**src/rtl/axil_cfg_regfile.sv**
```systemverilog
// AXI-Lite configuration register file for the brightness/contrast/gamma pipeline.
// Host writes land in shadow registers; the datapath-facing copies reload only on
// frame_sof so a frame never mixes settings. Gamma LUT accesses pass straight through
// to an external LUT port with write-first arbitration.
module axil_cfg_regfile #(
  parameter int unsigned       LUT_DEPTH    = 256,
  parameter int unsigned       LUT_IDX_LSB  = 4,
  parameter logic [7:0]        CONTRAST_RST = 8'h10,
  parameter logic signed [8:0] BRIGHT_RST   = 9'sd0,
  localparam int unsigned      IdxW         = $clog2(LUT_DEPTH)
) (
  input  logic            clk,
  input  logic            rst_n,
  input  logic [15:0]     s_awaddr,
  input  logic            s_awvalid,
  output logic            s_awready,
  input  logic [15:0]     s_wdata,
  input  logic [1:0]      s_wstrb,
  input  logic            s_wvalid,
  output logic            s_wready,
  output logic [1:0]      s_bresp,
  output logic            s_bvalid,
  input  logic            s_bready,
  input  logic [15:0]     s_araddr,
  input  logic            s_arvalid,
  output logic            s_arready,
  output logic [15:0]     s_rdata,
  output logic [1:0]      s_rresp,
  output logic            s_rvalid,
  input  logic            s_rready,
  input  logic            frame_sof,
  output logic            bright_en,
  output logic            contrast_en,
  output logic            gamma_en,
  output logic [8:0]      brightness_off,
  output logic [7:0]      contrast_gain,
  output logic            lut_we,
  output logic            lut_re,
  output logic [IdxW-1:0] lut_addr,
  output logic [7:0]      lut_wdata,
  input  logic [7:0]      lut_rdata
);

  localparam logic [1:0] RespOkay   = 2'b00;
  localparam logic [1:0] RespSlverr = 2'b10;

  typedef enum logic [1:0] {WIdle, WGotAw, WGotW, WResp} wstate_e;
  typedef enum logic [1:0] {RIdle, RLut, RResp} rstate_e;

  typedef struct packed {
    logic            legal;
    logic [3:0]      sel;
    logic [IdxW-1:0] idx;
  } dec_t;

  // One-hot region select plus index; anything outside the four codes is illegal.
  function automatic dec_t decode(input logic [15:0] a);
    dec_t d;
    d.sel   = a[3:0];
    d.idx   = a[LUT_IDX_LSB +: IdxW];
    d.legal = 1'b0;
    if (a[15:LUT_IDX_LSB+IdxW] == '0) begin
      case (a[3:0])
        4'b0001, 4'b0010, 4'b0100: d.legal = (d.idx == '0);
        4'b1000:                   d.legal = 1'b1;
        default:                   d.legal = 1'b0;
      endcase
    end
    return d;
  endfunction

  wstate_e         wstate_q;
  rstate_e         rstate_q;
  logic            awready_q, wready_q, bvalid_q, arready_q, rvalid_q;
  logic [1:0]      bresp_q, rresp_q;
  logic [15:0]     awaddr_q, wdata_q, rdata_q;
  logic [1:0]      wstrb_q;
  logic            rd_pend_q, rd_live_q;
  logic [IdxW-1:0] rd_idx_q;
  logic [2:0]      en_sh_q, en_act_q;
  logic [8:0]      bright_sh_q, bright_act_q;
  logic [7:0]      contrast_sh_q, contrast_act_q;
  logic            lut_we_q, lut_re_q;
  logic [IdxW-1:0] lut_addr_q;
  logic [7:0]      lut_wdata_q;

  logic            aw_hs, w_hs, ar_hs, wr_fire;
  logic [15:0]     wr_addr, wr_data, rd_reg_data;
  logic [1:0]      wr_strb;
  dec_t            wr_dec, rd_dec;
  logic            lut_we_d, lut_re_d, rd_lut_new;
  logic            unused_wdata;

  assign aw_hs = s_awready & s_awvalid;
  assign w_hs  = s_wready & s_wvalid;
  assign ar_hs = s_arready & s_arvalid;

  // Write completes on the edge where the last of AW/W is latched.
  always_comb begin
    wr_addr = (wstate_q == WGotAw) ? awaddr_q : s_awaddr;
    wr_data = (wstate_q == WGotW) ? wdata_q : s_wdata;
    wr_strb = (wstate_q == WGotW) ? wstrb_q : s_wstrb;
    case (wstate_q)
      WIdle:   wr_fire = aw_hs & w_hs;
      WGotAw:  wr_fire = w_hs;
      WGotW:   wr_fire = aw_hs;
      default: wr_fire = 1'b0;
    endcase
    wr_dec = decode(wr_addr);
    rd_dec = decode(s_araddr);
  end

  assign unused_wdata = ^wr_data[15:9];

  // LUT strobe arbitration: a write wins, a pending read retries next cycle.
  always_comb begin
    lut_we_d   = wr_fire & wr_dec.legal & wr_dec.sel[3] & wr_strb[0];
    rd_lut_new = ar_hs & rd_dec.legal & rd_dec.sel[3];
    lut_re_d   = (rd_lut_new | ((rstate_q == RLut) & rd_pend_q)) & ~lut_we_d;
  end

  // Register read mux; reads always see the shadow copies.
  always_comb begin
    rd_reg_data = '0;
    case (rd_dec.sel)
      4'b0001: rd_reg_data = {13'b0, en_sh_q};
      4'b0010: rd_reg_data = {7'b0, bright_sh_q};
      4'b0100: rd_reg_data = {8'b0, contrast_sh_q};
      default: rd_reg_data = '0;
    endcase
  end

  // Write channel FSM: independent AW/W capture, then hold B until accepted.
  always_ff @(posedge clk or negedge rst_n) begin
    if (!rst_n) begin
      wstate_q  <= WIdle;
      awready_q <= 1'b0;
      wready_q  <= 1'b0;
      bvalid_q  <= 1'b0;
      bresp_q   <= RespOkay;
      awaddr_q  <= '0;
      wdata_q   <= '0;
      wstrb_q   <= '0;
    end else begin
      if (wr_fire) begin
        wstate_q  <= WResp;
        awready_q <= 1'b0;
        wready_q  <= 1'b0;
        bvalid_q  <= 1'b1;
        bresp_q   <= wr_dec.legal ? RespOkay : RespSlverr;
      end else begin
        case (wstate_q)
          WIdle: begin
            awready_q <= ~aw_hs;
            wready_q  <= ~w_hs;
            if (aw_hs) begin
              wstate_q <= WGotAw;
              awaddr_q <= s_awaddr;
            end else if (w_hs) begin
              wstate_q <= WGotW;
              wdata_q  <= s_wdata;
              wstrb_q  <= s_wstrb;
            end
          end
          WResp: begin
            if (s_bready) begin
              wstate_q  <= WIdle;
              bvalid_q  <= 1'b0;
              awready_q <= 1'b1;
              wready_q  <= 1'b1;
            end
          end
          default: ;
        endcase
      end
    end
  end

  // Read channel FSM: registers answer next cycle, LUT reads go via lut_re.
  always_ff @(posedge clk or negedge rst_n) begin
    if (!rst_n) begin
      rstate_q  <= RIdle;
      arready_q <= 1'b0;
      rvalid_q  <= 1'b0;
      rresp_q   <= RespOkay;
      rdata_q   <= '0;
      rd_pend_q <= 1'b0;
      rd_live_q <= 1'b0;
      rd_idx_q  <= '0;
    end else begin
      case (rstate_q)
        RIdle: begin
          arready_q <= ~ar_hs;
          if (ar_hs) begin
            if (!rd_dec.legal) begin
              rstate_q <= RResp;
              rvalid_q <= 1'b1;
              rresp_q  <= RespSlverr;
              rdata_q  <= '0;
            end else if (rd_dec.sel[3]) begin
              rstate_q  <= RLut;
              rd_idx_q  <= rd_dec.idx;
              rd_pend_q <= lut_we_d;
            end else begin
              rstate_q <= RResp;
              rvalid_q <= 1'b1;
              rresp_q  <= RespOkay;
              rdata_q  <= rd_reg_data;
            end
          end
        end
        RLut: begin
          if (rd_pend_q && !lut_we_d) rd_pend_q <= 1'b0;
          // lut_re is high this cycle, so lut_rdata is valid next cycle.
          if (lut_re_q) begin
            rstate_q  <= RResp;
            rvalid_q  <= 1'b1;
            rresp_q   <= RespOkay;
            rd_live_q <= 1'b1;
          end
        end
        RResp: begin
          if (rd_live_q) begin
            rdata_q   <= {8'h00, lut_rdata};
            rd_live_q <= 1'b0;
          end
          if (s_rready) begin
            rstate_q  <= RIdle;
            rvalid_q  <= 1'b0;
            arready_q <= 1'b1;
          end
        end
        default: rstate_q <= RIdle;
      endcase
    end
  end

  // LUT port registers.
  always_ff @(posedge clk or negedge rst_n) begin
    if (!rst_n) begin
      lut_we_q    <= 1'b0;
      lut_re_q    <= 1'b0;
      lut_addr_q  <= '0;
      lut_wdata_q <= '0;
    end else begin
      lut_we_q <= lut_we_d;
      lut_re_q <= lut_re_d;
      if (lut_we_d) begin
        lut_addr_q  <= wr_dec.idx;
        lut_wdata_q <= wr_data[7:0];
      end else if (lut_re_d) begin
        lut_addr_q <= (rstate_q == RIdle) ? rd_dec.idx : rd_idx_q;
      end
    end
  end

  // Shadow register writes with byte strobes.
  always_ff @(posedge clk or negedge rst_n) begin
    if (!rst_n) begin
      en_sh_q       <= '0;
      bright_sh_q   <= BRIGHT_RST;
      contrast_sh_q <= CONTRAST_RST;
    end else if (wr_fire && wr_dec.legal) begin
      unique case (1'b1)
        wr_dec.sel[0]: if (wr_strb[0]) en_sh_q <= wr_data[2:0];
        wr_dec.sel[1]: begin
          if (wr_strb[0]) bright_sh_q[7:0] <= wr_data[7:0];
          if (wr_strb[1]) bright_sh_q[8]   <= wr_data[8];
        end
        wr_dec.sel[2]: if (wr_strb[0]) contrast_sh_q <= wr_data[7:0];
        wr_dec.sel[3]: ;
      endcase
    end
  end

  // Active copies reload from shadows on start of frame.
  always_ff @(posedge clk or negedge rst_n) begin
    if (!rst_n) begin
      en_act_q       <= '0;
      bright_act_q   <= BRIGHT_RST;
      contrast_act_q <= CONTRAST_RST;
    end else if (frame_sof) begin
      en_act_q       <= en_sh_q;
      bright_act_q   <= bright_sh_q;
      contrast_act_q <= contrast_sh_q;
    end
  end

  assign s_awready      = awready_q;
  assign s_wready       = wready_q;
  assign s_bvalid       = bvalid_q;
  assign s_bresp        = bresp_q;
  assign s_arready      = arready_q;
  assign s_rvalid       = rvalid_q;
  assign s_rresp        = rresp_q;
  assign s_rdata        = rd_live_q ? {8'h00, lut_rdata} : rdata_q;
  assign bright_en      = en_act_q[0];
  assign contrast_en    = en_act_q[1];
  assign gamma_en       = en_act_q[2];
  assign brightness_off = bright_act_q;
  assign contrast_gain  = contrast_act_q;
  assign lut_we         = lut_we_q;
  assign lut_re         = lut_re_q;
  assign lut_addr       = lut_addr_q;
  assign lut_wdata      = lut_wdata_q;

endmodule
```
**config.mk**
```make
export PLATFORM = sky130hd
export DESIGN_NAME = axil_cfg_regfile
export DESIGN_NICKNAME = d
export VERILOG_FILES = /design/src/rtl/axil_cfg_regfile.sv
export SDC_FILE = /design/constraint.sdc
export NUM_CORES = 1
export LEC_CHECK = 0
export ABC_CLOCK_PERIOD_IN_PS = 2500
export BUFFER_PORTS_ARGS = -buffer_cell sky130_fd_sc_hd__buf_2
export CAP_MARGIN = 20
export CORE_ASPECT_RATIO = 0.7
export CORE_UTILIZATION = 45
export CTS_BUF_LIST = sky130_fd_sc_hd__clkbuf_4
export DETAILED_ROUTE_END_ITERATION = 10
export PLACE_DENSITY = 0.71
export SYNTH_ARGS = -nofsm -noshare
export SYNTH_HDL_FRONTEND = slang
export SYNTH_SLANG_ARGS = --single-unit
export TNS_END_PERCENT = 100
```
**constraint.sdc**
```tcl
create_clock -name clk -period 2.5 [get_ports clk]
set_clock_uncertainty 0.1 [all_clocks]
set_input_delay 0.75 -clock clk [delete_from_list [all_inputs] [get_ports clk]]
set_output_delay 0.75 -clock clk [all_outputs]
set_load 0.005 [all_outputs]
```
==> reports/metrics.cfg <==
[floorplan]
initial_core_util_pct = 46.2
die_w_um = 137
ios = 129
core_um2 = 12400
dieArea_um2 = 13200
fp.dieH_um = 96.5
row_count = 34

[route]
first_iter_violations = 234
dr.pass1.iters = 4
ant_nets = 0
vias = 4403
finalWirelength_mm = 14.2
wl_per_cell_um = 17.5
drc = 0
via_per_inst = 5.42

[finish]
layout_commonest_cell = dfrtp_1
fin_cells = 812
syn2layout_area_growth_pct = 25.0
layout_common_cells = 119 x dfrtp_1, 118 x buf_2, 99 x mux2_2
layout-drive-gt1-share_pct = 48.5
fin_nets = 703
n_antenna_cell = 0

[synthesis]
synth_flop_cell = dfrtp_1
synthDistinctLibCells = 51
ys_seq_elements = 122
yosysSeqAreaShare_pct = 53.3
yosysWarnings = 0
synth_top_area_share_pct = 52.3
synth_area_um2 = 5740
async_reset_ff_share_pct = 100
synth-edff-count = 0
avgSynthCellArea_um2 = 12.1
synthCells = 475
synthTopCellsByArea = dfrtp_1 52%, mux2_2 20%, mux2i_1 3.0%, a21oi_1 2.3%, nand2_1 2.1%
synth.largest_area_cell = dfrtp_1

[worst_setup_path]
cp.required_ns = 2.81
r2r_slack_ns = 0.09
critical_path_class = input port to flip-flop
cp.arrival_ns = 2.74
critPathCaptureType = flip-flop
reg2reg_to = lut_wdata[0]$_DFFE_PN0P_
ff2ff_path_depth = 7
crit_fanout = 8
worstSetupStartpointType = input port
timing.rr.start = wstate_q[1]$_DFFE_PN0P_

[pwr]
max-vdd-ir-drop_mv = 0.605
p_leak_nw = 3.55
p_per_area_nw_per_um2 = 783

[sta]
maxSlewHeadroom_pct = 56.6
finalHoldViolCount = 0
finalCritPeriodShare_pct = 97.3
worstMarginPinSlew_ns = 0.650
fmax_ghz = 0.411
rsz0062_at_grt = yes
setup_tns_ns = 0
slew_violations = 0
min_period_ns = 2.43
setup_viol = 0

[placed_design]
placedCellCount = 778
dp.final_hpwl_mm = 10.3
port_buffers = 119
gp_congestion = 0.859

[global_routing]
grt_pass1_wl_mm = 22.2
antenna_found_initial = 0
grt_start_max_net_pins = 51
gr-usage-all-layers_pct = 22.7
grt_pass1_vias = 4233
grt.overflow.total = 0

[flow_run]
max_cap_violations = 0

[clock_network]
cts_hold_buffers = 0
ctsLongestPathBuffers = 2
path_clk_slew_ns = 0.12
root_buffer = clkbuf_4
clk_latency_ns = 0.53
cts_made_buffers = 17
ctsHtreeMaxLevel = 4
numClockSinks = 122
cts_tree = built

[worst_hold_path]
hold_path_class = input port to asynchronous set/reset pin

[run_status]
status = finished, final reports clean

-- through the flow --
stage	hold slack (ns)	total power, mW	util, %	area, um^2	setup WS (ns)
after floorplan	0.346	3.61	-	5760	-0.216
after global placement	0.359	4.18	55.1	6840	-0.407
after detailed placement	0.369	4.27	55.1	6840	-0.423
after CTS	0.0713	5.59	57.4	7130	-0.0157
after global routing	0.0720	5.94	57.7	7170	-0.0162
final	0.0868	5.62	57.7	7170	0.0677
-- synth_stat cells, drive strengths merged, types with 6 or more instances --
library cell / n
buf: 6
o21ai: 23
mux2: 102
nand2: 32
clkbuf: 17
a22oi: 12
nor2: 22
a21oi: 26
nor2b: 19
a211oi: 6
dfrtp: 120
a32oi: 9
mux2i: 17
-- worst max-delay path, cell delays in order --
cell and delay (ns):
buf_2 0.12, or4_4 0.54, a211oi_2 0.28, o221ai_4 0.20, a211oi_4 0.36, buf_12 0.17, mux2_2 0.33
-- final cells by class --
class                      instances  area, um^2
clock buffer                      18         135
clock inverter                    14         124
fill                            1077        5250
inverter                           4        15.0
multi-input combinational        327        2640
sequential                       122        3060
tap                              162         203
timing repair buffer             165         993
-- where the power goes --
group          internal, mW  switching [mW]  leakage [nW]  total, mW
clock network         0.507           0.803         0.137       1.31
registers              2.32           0.293          1.62       2.61
logic                 0.832           0.864          1.80       1.70
total                  3.66            1.96          3.55       5.62
-- worst max path at each step --
stage                            startpoint                       end  slack (ns)  depth (start not counted)
floorplan                       s_awaddr[5]  lut_wdata[0]$_DFFE_PN0P_       -0.22                          5
global placement                s_awaddr[5]  lut_wdata[6]$_DFFE_PN0P_       -0.41                          7
detailed placement              s_awaddr[5]  lut_wdata[4]$_DFFE_PN0P_       -0.42                          7
CTS                 wstate_q[1]$_DFFE_PN0P_     rd_pend_q$_DFFE_PN0P_       -0.02                          7
global route        wstate_q[1]$_DFFE_PN0P_   lut_addr[2]$_DFFE_PN0P_       -0.02                          7
finish                          s_awaddr[5]  lut_wdata[0]$_DFFE_PN0P_        0.07                          7
-- state kept, by name, summed over array words and instances, names as in the netlist, 2 cells and up --
name            cells
awaddr_q           16
rdata_q            16
bright_sh_q         9
brightness_off      9
wdata_q             9
contrast_gain       8
contrast_sh_q       8
lut_addr            8
lut_wdata           8
rd_idx_q            8
en_act_q            3
en_sh_q             3
rstate_q            2
wstate_q            2
wstrb_q             2
-- cells by family after synthesis --
logic type / Yosys count / synth area share [%]
muxes: 119 / 23.0
xor gates and xnor gates: 3 / 0.458
DFF: 122 / 53.3
other: 1 / 0.0654
and+or+nand+nor: 109 / 9.92
AOI/OAI and AO/OA: 94 / 11.2
buffers and inverters: 27 / 2.07
-- routing by layer --
metal,vias to the layer above,track usage (%),wire [um]
met5,-,0,0
met4,0,6.50,140
met3,15,6.68,1030
met2,135,34.0,6240
met1,2171,32.0,6760
li1,2082,-,-
-- timing repair --
action,CTS,global route
hold endpoints to repair,0,0
endpoints found under the setup margin,18,29
pin swaps,0,3
setup buffers,2,0
gates resized for setup,3,6
(Power assumes the default switching activity.)
